[config.mk]
export PLATFORM = sky130hd
export DESIGN_NAME = sort4_seq
export DESIGN_NICKNAME = d
export VERILOG_FILES = /design/src/rtl/sort4_seq.sv
export SDC_FILE = /design/constraint.sdc
export NUM_CORES = 1
export LEC_CHECK = 0
export CORE_MARGIN = 3
export CORE_UTILIZATION = 49
export DETAILED_ROUTE_END_ITERATION = 12
export GPL_TIMING_DRIVEN = 0
export PLACE_DENSITY = 0.76
export SETUP_SLACK_MARGIN = 0.05
export SLEW_MARGIN = 40
export SYNTH_ARGS = -nofsm -noshare
export SYNTH_HDL_FRONTEND = slang
export SYNTH_SLANG_ARGS = --single-unit
export TNS_END_PERCENT = 30
[constraint.sdc]
create_clock -name clk -period 3.7 [get_ports clk]
set_input_delay 0.74 -clock clk [delete_from_list [all_inputs] [get_ports clk]]
set_output_delay 0.74 -clock clk [all_outputs]
set_load 0.02 [all_outputs]
[src/rtl/sort4_seq.sv]
// Sequential 4-element sorter: captures four values, runs a 5-step compare-exchange
// network through one shared comparator, and reports ascending order plus a swap count.

module comparator #(
    parameter int DATA_W = 4
) (
    input  logic [DATA_W-1:0] a,
    input  logic [DATA_W-1:0] b,
    output logic [DATA_W-1:0] max,
    output logic [DATA_W-1:0] min
);

    always_comb begin
        if (a > b) begin
            max = a;
            min = b;
        end else begin
            max = b;
            min = a;
        end
    end

endmodule

module sort4_seq #(
    parameter int DATA_W = 4
) (
    input  logic              clk,
    input  logic              rst,
    input  logic              start,
    input  logic [DATA_W-1:0] din0,
    input  logic [DATA_W-1:0] din1,
    input  logic [DATA_W-1:0] din2,
    input  logic [DATA_W-1:0] din3,
    output logic              busy,
    output logic              done,
    output logic [DATA_W-1:0] dout0,
    output logic [DATA_W-1:0] dout1,
    output logic [DATA_W-1:0] dout2,
    output logic [DATA_W-1:0] dout3,
    output logic [2:0]        swap_cnt
);

    typedef enum logic [1:0] {
        IDLE,
        SORT,
        DONE
    } state_t;

    state_t            state;
    state_t            next_state;
    logic [2:0]        step;
    logic [2:0]        cnt;
    logic [DATA_W-1:0] w [4];
    logic [1:0]        lo;
    logic [1:0]        hi;
    logic [DATA_W-1:0] cmp_a;
    logic [DATA_W-1:0] cmp_b;
    logic [DATA_W-1:0] cmp_max;
    logic [DATA_W-1:0] cmp_min;
    logic              swap;

    // Pair schedule of the 5-comparator sorting network, indexed by step.
    always_comb begin
        lo = 2'd0;
        hi = 2'd1;
        case (step)
            3'd0: begin lo = 2'd0; hi = 2'd1; end
            3'd1: begin lo = 2'd2; hi = 2'd3; end
            3'd2: begin lo = 2'd0; hi = 2'd2; end
            3'd3: begin lo = 2'd1; hi = 2'd3; end
            3'd4: begin lo = 2'd1; hi = 2'd2; end
            default: begin lo = 2'd0; hi = 2'd1; end
        endcase
    end

    assign cmp_a = w[lo];
    assign cmp_b = w[hi];

    comparator #(
        .DATA_W (DATA_W)
    ) u_cmp (
        .a   (cmp_a),
        .b   (cmp_b),
        .max (cmp_max),
        .min (cmp_min)
    );

    // Equal elements leave the low slot unchanged, so they never count as a swap.
    assign swap = (cmp_min != cmp_a);

    always_comb begin
        next_state = state;
        case (state)
            IDLE: if (start) next_state = SORT;
            SORT: if (step == 3'd4) next_state = DONE;
            DONE: next_state = IDLE;
            default: next_state = IDLE;
        endcase
    end

    assign busy = (state != IDLE);

    always_ff @(posedge clk or posedge rst) begin
        if (rst) begin
            state <= IDLE;
        end else begin
            state <= next_state;
        end
    end

    always_ff @(posedge clk or posedge rst) begin
        if (rst) begin
            step     <= 3'd0;
            cnt      <= 3'd0;
            for (int i = 0; i < 4; i++) begin
                w[i] <= '0;
            end
            dout0    <= '0;
            dout1    <= '0;
            dout2    <= '0;
            dout3    <= '0;
            swap_cnt <= 3'd0;
            done     <= 1'b0;
        end else begin
            done <= 1'b0;
            case (state)
                IDLE: begin
                    if (start) begin
                        w[0] <= din0;
                        w[1] <= din1;
                        w[2] <= din2;
                        w[3] <= din3;
                        step <= 3'd0;
                        cnt  <= 3'd0;
                    end
                end
                SORT: begin
                    w[lo] <= cmp_min;
                    w[hi] <= cmp_max;
                    if (swap) begin
                        cnt <= cnt + 3'd1;
                    end
                    step <= step + 3'd1;
                end
                DONE: begin
                    // Results only move here, so dout/swap_cnt hold between pulses.
                    dout0    <= w[0];
                    dout1    <= w[1];
                    dout2    <= w[2];
                    dout3    <= w[3];
                    swap_cnt <= cnt;
                    done     <= 1'b1;
                end
                default: ;
            endcase
        end
    end

endmodule

==> flow_summary.ini, run 1 <==
[grt]
antenna_found_initial = 0
grt_max_degree = 45
grt_pass1_wl_um = 13300
track_usage = 0.268
grt.overflow.total = 0
grt_pass1_vias = 2622

[run]
cap_violations = 0

[die]
core-area_sq_mm = 0.00527
start_util = 0.520
die_w_um = 80.8
die_h_um = 80.8
pin_count = 40
die_area_sq_mm = 0.00653
num_rows = 26

[drt]
routed-wl-met3_um = 738
wl_per_cell_um = 18.0
wl_um = 8390
vias = 2852
drt_iter0_markers = 285
maxUsedRoutingLayer = met4
vias_per_cell = 6.11
met2_length_um = 3730
wl_met1_um = 3680
detail-route-antenna-nets = 0
dr.pass1.iters = 5
drc_errors = 0

[critical_path]
reg2regPathDepth = 14
cp.arrival_ns = 3.78
crit_type = reg -> reg
worstSetupStartpointType = flip-flop
crit_slowest_cell = dfrtp_2
max_stage_delay_ns = 0.47
required_ns = 3.91
cp_max_fo = 10
endpoint_kind = flip-flop
crit_chain = inv_2 -> ha_1 -> or3b_4 -> a21o_4 -> o221ai_4 -> inv_2 -> ha_1 -> or2_2 -> maj3_2 -> a31o_4 -> buf_6 -> o22ai_2 -> a221oi_2 -> a211oi_1

[timing]
finClkSkew_ns = 0.00632
setup_ws_ns = 0.132
setup-violations-final = 0
worstMarginPinSlew_ns = 0.873
clock.fmax_mhz = 280
drv_slew = 0
finalCriticalPeriod_ns = 3.57
slew_headroom = 0.415
rsz0062_at_grt = false
final_hold_viol_count = 0
fin_crit_sh = 0.964

[cells_and_area]
antenna_cells = 0
fin_cells = 467
drive_gt1_frac = 0.176
area_growth_pct = 32.9
post-route-util = 0.692
fillCellCount = 440
final_nets = 424

[yosys]
netlist_instances = 338
synth_common_cells = nand2_1 (79), dfrtp_1 (44), o21ai_0 (27), a21oi_1 (21), o22ai_1 (17)
yosysMostFrequentCell = nand2_1
syn_area_per_cell_sq_um = 8.11
synth.ff_latch_count = 44
synth_area_sq_mm = 0.00274
yosysTopAreaCell = dfrtp_1
synth_area_leaders = dfrtp_1 (40%), nand2_1 (11%), o21ai_0 (4.9%)
synth_ff_type = dfrtp_1
synth_cell_type_count = 47
yosysSeqAreaShare = 0.401
synth_edf_count = 0
yosysWarnings = 0
netlist.area_leader.share = 0.401
syn_nets = 365
async_flop_share = 1.00

[clock_tree]
cts.sinks = 44
path_clk_slew_ns = 0.08
insertion_delay_ns = 0.30
cts_tree = built
clock_path_buffers = 2
h-tree-depth = 2
cts_buffers = 5
cts_root_buf = clkbuf_8
cts-hold-fix-buffers = 0

[status]
status = finished, final reports clean

[hold_path]
hold_path_class = reg -> reg
min_path_cells = 2

[placed_design]
portBuffers = 39
gp_congestion = 0.924
dp_slack_ns = -0.651
placed_cells = 448
dpl.hpwl_um = 5850
[path summary, 6_finish.rpt]
kind	startpoint	end	slack, ns
min reg2reg	swap_cnt[2]	swap_cnt[2]	0.47
max	step[0]	w[7]	0.13
min in group asynchronous	rst	cnt[0]	0.85
max in group asynchronous	rst	step[0]	2.45
max reg2reg	step[0]	w[7]	0.13
min	swap_cnt[2]	swap_cnt[2]	0.47
[final cells by class]
cell class              count  area (sq um)  area share
clock buffers               6          72.6      0.0199
plain buffers              14          80.1      0.0220
flip-flops and latches     44          1100       0.303
repair buffers             54           500       0.137
well taps                  70          87.6      0.0240
multi-input cells         263          1730       0.475
clock inverters             1          5.00     0.00137
inverters                  15          62.6      0.0172
[cell families after synthesis]
family / count (synthesis) / share of synthesized area
adders and majority gates: 10 / 0.0438
DFF: 44 / 0.401
AOI/OAI and AO/OA: 116 / 0.274
buffers and inverters: 31 / 0.0443
and+or+nand+nor: 127 / 0.202
muxes: 6 / 0.0224
xor gates and xnor gates: 4 / 0.0128
[per-stage QoR]
stage,hold WS [ns],area [sq um],setup TNS [ns]
after floorplan,0.463,2770,0
after global placement,0.459,3250,-7.39
after detailed placement,0.462,3250,-8.12
after CTS,0.482,3520,0
after global routing,0.495,3640,0
final,0.475,3640,0
[routing by layer]
layer | vias to the layer above | track usage
met3 | 22 | 0.0333
li1 | 1340 | -
met4 | 0 | 0.111
met2 | 161 | 0.402
met5 | - | 0
met1 | 1329 | 0.391
[cell usage in the layout (no fill, tap or decap), types with 5 or more instances in the layout]
cell type	n
o21ai_0	24
a31oi_1	5
clkbuf_8	5
a22oi_1	9
nand2_1	79
a21oi_1	17
mux2i_1	5
inv_2	5
clkdlybuf4s50_1	39
clkbuf_1	8
nand3_1	8
inv_1	6
ha_1	5
a211oi_1	5
nor2_1	14
dfrtp_1	42
o22ai_1	13
buf_4	15
[worst max-delay path, delay by kind of cell, from the launching register on]
family / cells / cell delay (ns)
AOI/OAI and AO/OA: 6 / 1.18
adders and majority gates: 3 / 0.81
and+or+nand+nor: 2 / 0.69
DFF: 1 / 0.47
buffers and inverters: 3 / 0.31
[flip-flops by register name, indices dropped and copies added (netlist names), 3 cells and up]
| name | flops |
|---|---|
| w | 16 |
| dout0 | 4 |
| dout1 | 4 |
| dout2 | 4 |
| dout3 | 4 |
| cnt | 3 |
| step | 3 |
| swap_cnt | 3 |
[what timing repair did]
item                       CTS  global route
gates resized for setup     31            21
hold endpoints to repair     0             0
pin swaps                    7             5
setup buffers                8             6
setup endpoints to repair   17            16
gates cloned                 0             0
Power of run 1 is not shown: default switching activity piles up to over one toggle a cycle in this logic, so the estimate is an artifact.
==> run 2, diff against run 1 <==
--- a/config.mk
+++ b/config.mk
@@ -10,6 +10,7 @@
 export DETAILED_ROUTE_END_ITERATION = 12
 export GPL_TIMING_DRIVEN = 0
 export PLACE_DENSITY = 0.76
+export REMOVE_ABC_BUFFERS = 1
 export SETUP_SLACK_MARGIN = 0.05
 export SLEW_MARGIN = 40
 export SYNTH_ARGS = -nofsm -noshare
==> run 2 against run 1 <==
  * Register-to-register slack worse by 0.02 ns
  * Sequential share of layout area up 0.25 points
  * Cell count down 3.2%
  * Fmax down 0.62%
  * Via count down 1.1%
  * Largest cell class unchanged
  * Cell area down 0.82%
  * Flip-flop and latch count unchanged
  * First-iteration DRC count down 8.8%
  * Critical path type unchanged
  * Non-clock buffer count down 16
  * Worst hold slack better by 0.0013 ns
  * Utilization down 0.57 points
==> flow_summary.ini, run 2 (synthesis results as in run 1) <==
[cells_and_area]
largest_register_ffs = 16
final_common_cell = nand2_1
drive_gt1_frac = 0.173
area_growth_pct = 31.8
antenna_cells = 0
final_cell_mix = nand2_1 (78), dfrtp_1 (42), clkdlybuf4s50_1 (39)
final_nets = 409
top_register = w
fin_cells = 452
fillCellCount = 415

[clock_tree]
cts_root_buf = clkbuf_8
h-tree-depth = 2
cts-hold-fix-buffers = 0
cts_tree = built
cts_buffers = 5
path_clk_slew_ns = 0.08
clock_path_buffers = 2
insertion_delay_ns = 0.30
cts.sinks = 44

[critical_path]
crit_type = reg -> reg
endpoint_kind = flip-flop
crit_buf_inv = 3
max_stage_delay_ns = 0.47
critPathMostFrequentCell = inv_2
required_ns = 3.88
crit_family = simple AND/OR/NAND/NOR gates
worstSetupStartpointType = flip-flop
cp_max_fo = 8
crit_slowest_cell = dfrtp_2
crit_chain = inv_2 -> ha_4 -> or3b_4 -> a21o_4 -> o221ai_4 -> inv_2 -> ha_1 -> or2_2 -> maj3_2 -> nand4_1 -> buf_4 -> o22ai_1 -> a22oi_1 -> a21oi_1
cp.arrival_ns = 3.77

[placed_design]
dpl.hpwl_um = 5420
placed_cells = 432
portBuffers = 39
gp_congestion = 0.962

[timing]
rsz0062_at_grt = true
final_hold_viol_count = 0
finClkSkew_ns = 0.00506
setup-violations-final = 0
tns_ns = 0
fin_crit_sh = 0.970
finalCriticalPeriod_ns = 3.59
hold_slack_ns = 0.476
worstMarginPinSlew_ns = 0.702
slew_headroom = 0.530
drv_slew = 0
clock.fmax_mhz = 279

[drt]
wl_per_cell_um = 17.6
vias = 2821
detail-route-antenna-nets = 0
drc_errors = 0
dr.pass1.iters = 5
wl_um = 7940
drt_iter0_markers = 260
vias_per_cell = 6.24

[hold_path]
hold_path_class = reg -> reg

[grt]
antenna_found_initial = 0
grt_max_degree = 45
track_usage = 0.246
grt_pass1_wl_um = 12500
grt_pass1_vias = 2580
grt.overflow.total = 0

[die]
die_h_um = 80.8
core-area_sq_mm = 0.00527
pin_count = 40
num_rows = 26
die_area_sq_mm = 0.00653
die_w_um = 80.8
start_util = 0.520

[run]
cap_violations = 0

[status]
status = finished, final reports clean
[run 2: area by class of cell]
type                       count  area [sq um]  area share
clock inverter                 2          60.1      0.0166
sequential                    44          1100       0.305
inverter                      15          66.3      0.0183
clock buffer                   5          68.8      0.0190
multi-input combinational    264          1740       0.483
timing repair buffer          52           484       0.134
tap                           70          87.6      0.0242
[run 2: metal layers]
layer	global-route usage	up-vias	routed length (um)
li1	-	1313	-
met1	0.346	1332	3410
met2	0.392	156	3640
met3	0.0410	20	725
met4	0.0709	0	167
met5	0	-	0
[run 2: final timing paths]
kind	slack (ns)	to	from	depth (start not counted)
worst max-delay path	0.11	w[4]	step[0]	14
worst max register to register	0.11	w[4]	step[0]	14
max in group asynchronous	2.49	step[2]	rst	2
worst min register to register	0.48	swap_cnt[1]	swap_cnt[1]	2
min in group asynchronous	0.84	done	rst	2
worst min-delay path	0.48	swap_cnt[1]	swap_cnt[1]	2
[run 2: what timing repair did]
item,4_1_cts,5_1_grt
setup buffers,4,8
hold endpoints to repair,0,0
setup endpoints to repair,19,16
gates resized for setup,28,27
cloned,0,1
pin swaps,3,12
[run 2: stage by stage]
step                instance area, sq um   util  worst slack (ns)
finish                              3610  0.686             0.109
global route                        3610  0.686           -0.0207
CTS                                 3440  0.653            0.0389
detailed placement                  3160  0.600             -1.00
global placement                    3160  0.599             -1.19
floorplan                           2680      -            -0.299
[run 2: worst min-delay path, stage by stage, from the launching register on]
cell	delay, ns
dfrtp_1	0.35
nand2_1	0.05
nand2_1	0.05
Power of run 2 is left out for the same reason.
==> run 3, diff against run 2 <==
--- a/config.mk
+++ b/config.mk
@@ -6,10 +6,9 @@
 export NUM_CORES = 1
 export LEC_CHECK = 0
 export CORE_MARGIN = 3
-export CORE_UTILIZATION = 49
+export CORE_UTILIZATION = 25
 export DETAILED_ROUTE_END_ITERATION = 12
-export GPL_TIMING_DRIVEN = 0
-export PLACE_DENSITY = 0.76
+export MAX_ROUTING_LAYER = met4
 export REMOVE_ABC_BUFFERS = 1
 export SETUP_SLACK_MARGIN = 0.05
 export SLEW_MARGIN = 40
==> run 3 against run 2 <==
  * Utilization down 34 points
  * Worst setup slack better by 0.11 ns
  * Non-clock buffer count up 14
  * Cell count up 18%
  * Flip-flop and latch count unchanged
  * Via count up 0.25%
  * Critical path type unchanged
  * Routed wire length up 11%
==> flow_summary.ini, run 3 (synthesis results as in run 1) <==
[cells_and_area]
final_nets = 422
area_growth_pct = 32.5
final_common_cell = nand2_1
antenna_cells = 0
drive_gt1_frac = 0.149
largest_register_ffs = 16
top_register = w
final_cell_mix = nand2_1 (79), dfrtp_1 (44), clkdlybuf4s50_1 (39)

[clock_tree]
cts_root_buf = clkbuf_8
cts_buffers = 5
h-tree-depth = 2
clock_path_buffers = 2
insertion_delay_ns = 0.30
cts_tree = built
cts.sinks = 44
path_clk_slew_ns = 0.09

[timing]
finalCriticalPeriod_ns = 3.48
slew_headroom = 0.465
clock.fmax_mhz = 288
tns_ns = 0
worstMarginPinSlew_ns = 0.799
final_hold_viol_count = 0
setup-violations-final = 0
rsz0062_at_grt = false
drv_slew = 0
fin_crit_sh = 0.939
finClkSkew_ns = 0.00788

[critical_path]
r2r-start = step[0]
worstSetupStartpointType = flip-flop
reg2regPathDepth = 14
r2r-end = w[10]
required_ns = 3.93
cp_max_fo = 6
crit_type = reg -> reg
reg2reg_slack_ns = 0.22
cp.arrival_ns = 3.70
startpoint = step[0]
endpoint_kind = flip-flop

[drt]
wl_per_cell_um = 16.6
vias_per_cell = 5.32
drc_errors = 0
wl_um = 8840
vias = 2828
drt_iter0_markers = 224
dr.pass1.iters = 5
detail-route-antenna-nets = 0

[grt]
grt.overflow.total = 0
grt_pass1_wl_um = 14400
antenna_found_initial = 0
grt_pass1_vias = 2721
track_usage = 0.147
grt_max_degree = 26

[die]
num_rows = 37
pin_count = 40
die_area_sq_mm = 0.0123
core-area_sq_mm = 0.0105
die_w_um = 111
die_h_um = 111
start_util = 0.261

[placed_design]
gp_congestion = 0.954
portBuffers = 39
dpl.hpwl_um = 6720

[hold_path]
holdCritStartpoint = swap_cnt[0]
min_path_cells = 2
hold_path_class = reg -> reg
hold-path-endpoint = swap_cnt[0]

[run]
cap_violations = 0

[status]
status = finished, final reports clean
==> run 3: changes by cell type in the layout (fill, tap and decap cells not counted), moves of 3 or more <==
| cell | before | now |
|---|---|---|
| buf_4 | 12 | 26 |
| ha_1 | 4 | 7 |
| ha_4 | 3 | 0 |
| inv_1 | 8 | 11 |
==> run 3: layout make-up <==
cell class,instances,area [sq um]
Tap cell,136,170
Sequential cell,44,1100
Fill cell,1092,6870
Clock inverter,2,38.8
Clock buffer,6,82.6
Timing Repair Buffer,66,606
Inverter,15,57.6
Multi-Input combinational cell,263,1580
==> run 3: routing by layer <==
layer	vias up	track usage	share of wire
li1	1336	-	-
met5	-	-	0
met3	24	0.0197	0.074
met4	0	0.0501	0.027
met1	1317	0.194	0.44
met2	151	0.232	0.46
==> run 3: metrics by stage <==
step / instance area (sq um) / instances / hold slack [ns] / utilization / setup WS, ns
final: 3630 / 532 / 0.477 / 0.346 / 0.224
after global routing: 3630 / 532 / 0.504 / 0.346 / 0.00643
after CTS: 3540 / 528 / 0.484 / 0.337 / 0.0532
after detailed placement: 3410 / 520 / 0.462 / 0.325 / 0.00293
after global placement: 3410 / 520 / 0.457 / 0.325 / 0.0912
after floorplan: 2680 / 322 / 0.462 / - / -0.299
==> run 3: how the worst max path moves through the flow <==
stage / cells after the start / end
global placement: 12 / w[1]
finish: 14 / w[10]
floorplan: 13 / cnt[2]
global route: 14 / w[4]
detailed placement: 12 / w[12]
CTS: 13 / w[1]
==> run 3: what timing repair did <==
action	in CTS	in global routing
pin swaps	0	5
buffers inserted	0	4
gates resized for setup	4	15
setup endpoints to repair	9	16
hold buffers	0	0
==> run 3: worst max-delay path: stages, from the launching register on <==
cell      delay [ns]
dfrtp_1         0.43
ha_1            0.25
ha_1            0.25
inv_1           0.16
o21ai_0         0.20
o221a_2         0.36
clkinv_1        0.08
ha_1            0.24
or2_2           0.32
o31ai_2         0.10
buf_4           0.22
mux2_2          0.35
o221ai_1        0.19
o21ai_0         0.11
o21ai_0         0.14
Power of run 3 is left out for the same reason.
==> RTL edit, RTL diff (settings of run 1) <==
The 3 states of `state_t` get a one-hot encoding in 3 bits.
--- a/src/rtl/sort4_seq.sv
+++ b/src/rtl/sort4_seq.sv
@@ -42,8 +42,8 @@
 );
 
-    typedef enum logic [1:0] {
-        IDLE,
-        SORT,
-        DONE
+    typedef enum logic [2:0] {
+        IDLE = 3'b001,
+        SORT = 3'b010,
+        DONE = 3'b100
     } state_t;
 
Formal check against the unedited RTL: same outputs for any inputs over 10 cycles, from zero or initial values and one cycle with rst high; not proved beyond that.
==> RTL edit against run 1 <==
Global-route usage decreased by 4.0 points. Count of clock-buffer cells in the layout decreased by 1. Wire length decreased by 11%. Synthesized area about the same. Worst setup slack improved by 0.074 ns. Sequential cell count increased by 1. Final area decreased by 0.65%. Final cell count decreased by 12%. Largest cell class unchanged.
==> RTL edit: results (changes against run 1) <==
- Initial antenna violation count: 0 (unchanged)
- Cells on worst reg2reg path: 16 (was 14)
- Fin nets: 369 (was 424)
- Run status: completed (unchanged)
- Number of flip-flops in the largest register: 16 (unchanged)
- Top cells by area, synth: dfrtp_1 (40%), mux2_2 (8.2%), ha_1 (3.7%) (was dfrtp_1 (40%), nand2_1 (11%), o21ai_0 (4.9%))
- Max stage delay on crit path: 0.42 ns (was 0.47 ns)
- First-pass GRT wire length: 11.4 mm (was 13.3 mm)
- Async SR Flop Fraction: 1.00 (unchanged)
- Leakage power: between 1.5 and 2 nW
- Worst Skew: 0.00766 ns (was 0.00632 ns)
- TritonRoute pass-1 iters: 4 (was 5)
- Maximum vdd drop: roughly 0.9 mV
- Final GP Congestion: 0.924 (about the same)
- DRT iter0 DRCs: 144 (was 285)
- DP Area: 3230 sq um (was 3250 sq um)
- Biggest register: w (unchanged)
- Detailed Route WL: 7.44 mm (was 8.39 mm)
- Largest net degree at the start of global routing: 46 (was 45)
- Root Buffer: clkbuf_8 (unchanged)
- Beginning of the critical path: step[0] (unchanged)
- CP max-delay cell: dfrtp_2 (unchanged)
- Max Root-Sink Buffers: 2 (unchanged)
- Dpl hpwl: 5.29 mm (was 5.85 mm)
- Vias in the first global route: 2250 (was 2622)
- Slew HR: 0.567 (was 0.415)
- Max FO, Critical Path: 10 (unchanged)
- Layout cells sized above 1: 0.251 (was 0.176)
- Worst min-delay path class: flop to flop (unchanged)
- Register area share after synthesis: 0.411 (was 0.401)
- Worst flop-to-flop path endpoint: w[6] (was w[7])
- Worst R2R Setup Slack: 0.21 ns (was 0.13 ns)
- Netlist cell types: 52 (was 47)
- CTS Buf Count: 5 (unchanged)
- # DRC: 0 (unchanged)
- Via density: 5.89 (was 6.11)
- Commonest cells post-synth: dfrtp_1 (44), nor2_1 (23), mux2_2 (20) (was nand2_1 (79), dfrtp_1 (44), o21ai_0 (27))
- Clock latency on the worst-skew pair: 0.30 ns (about the same)
- Total Routing Usage GR: 0.229 (was 0.268)
- Clock-pin slew on the worst setup and hold paths: 0.09 ns
- Syn nets: 309 (was 365)
- Crit. path cell count: 16 (was 14)
==> RTL edit: cell count changes after synthesis, moves of 4 or more <==
cell,delta
nand2_1,-60
mux2_2,+19
o22ai_1,-16
a21oi_1,-10
nor2_1,+9
a22oi_1,-8
o21ai_0,-8
a211oi_1,-5
and2_1,+5
mux2i_1,+5
or3_1,+5
nand3_1,-4
==> RTL edit: timing repair <==
item,4_1_cts,5_1_grt
hold endpoints to repair,0,0
pin swaps,3,8
gates resized for setup,14,30
buffers inserted,8,7
setup endpoints to repair,16,14
==> RTL edit: worst min-delay path by stage <==
stage | end | cells after the start | startpoint | slack [ns]
finish | dout1[3] | 1 | dout1[3] | 0.51
global placement | dout3[2] | 1 | dout3[2] | 0.49
detailed placement | dout2[2] | 1 | dout2[2] | 0.49
floorplan | cnt[2] | 1 | cnt[2] | 0.47
CTS | dout2[2] | 1 | dout2[2] | 0.51
global route | dout3[0] | 1 | dout3[0] | 0.52
==> RTL edit: layer usage <==
| metal | wire length (microns) | vias to the layer above | GRT usage |
|---|---|---|---|
| li1 | - | 1168 | - |
| met1 | 3330 | 1176 | 0.309 |
| met2 | 3630 | 73 | 0.380 |
| met3 | 341 | 16 | 0.0399 |
| met4 | 128 | 0 | 0.0642 |
| met5 | 0 | - | 0 |
==> RTL edit: stage by stage <==
| stage | std cells | power [mW] | hold WS, ns | setup slack [ns] |
|---|---|---|---|---|
| floorplan | 282 | 2.32 | 0.472 | 0.113 |
| global placement | 391 | 2.80 | 0.489 | -0.501 |
| detailed placement | 391 | 2.83 | 0.494 | -0.493 |
| CTS | 406 | 3.39 | 0.514 | 0.0337 |
| global route | 413 | 4.17 | 0.519 | 0.0238 |
| finish | 413 | 3.91 | 0.509 | 0.206 |
==> RTL edit: power by group <==
group | total (mW) | switching, mW | leakage, nW | internal (mW)
clock | 0.309 | 0.175 | 0.0445 | 0.134
combinational | 2.84 | 1.52 | 0.894 | 1.32
sequential | 0.768 | 0.144 | 0.583 | 0.624
==> RTL edit: logic make-up (layout without fill, tap and decap cells) <==
| family | Yosys count | after routing | share of synthesized area |
|---|---|---|---|
| simple gates | 86 | 86 | 0.163 |
| compound gates | 80 | 80 | 0.213 |
| flops | 45 | 45 | 0.411 |
| mux | 30 | 30 | 0.119 |
| buf+inv | 29 | 90 | 0.0452 |
| fa+ha+maj | 8 | 8 | 0.0365 |
| xor+xnor | 4 | 4 | 0.0128 |
==> RTL edit: final cells by class <==
class / count / area [sq um]
Multi-Input combinational cell: 208 / 1670
Fill cell: 440 / 1650
Sequential cell: 45 / 1130
Timing Repair Buffer: 54 / 510
Tap cell: 70 / 87.6
Buffer: 13 / 76.3
Clock buffer: 5 / 68.8
Inverter: 15 / 58.8
Clock inverter: 3 / 21.3
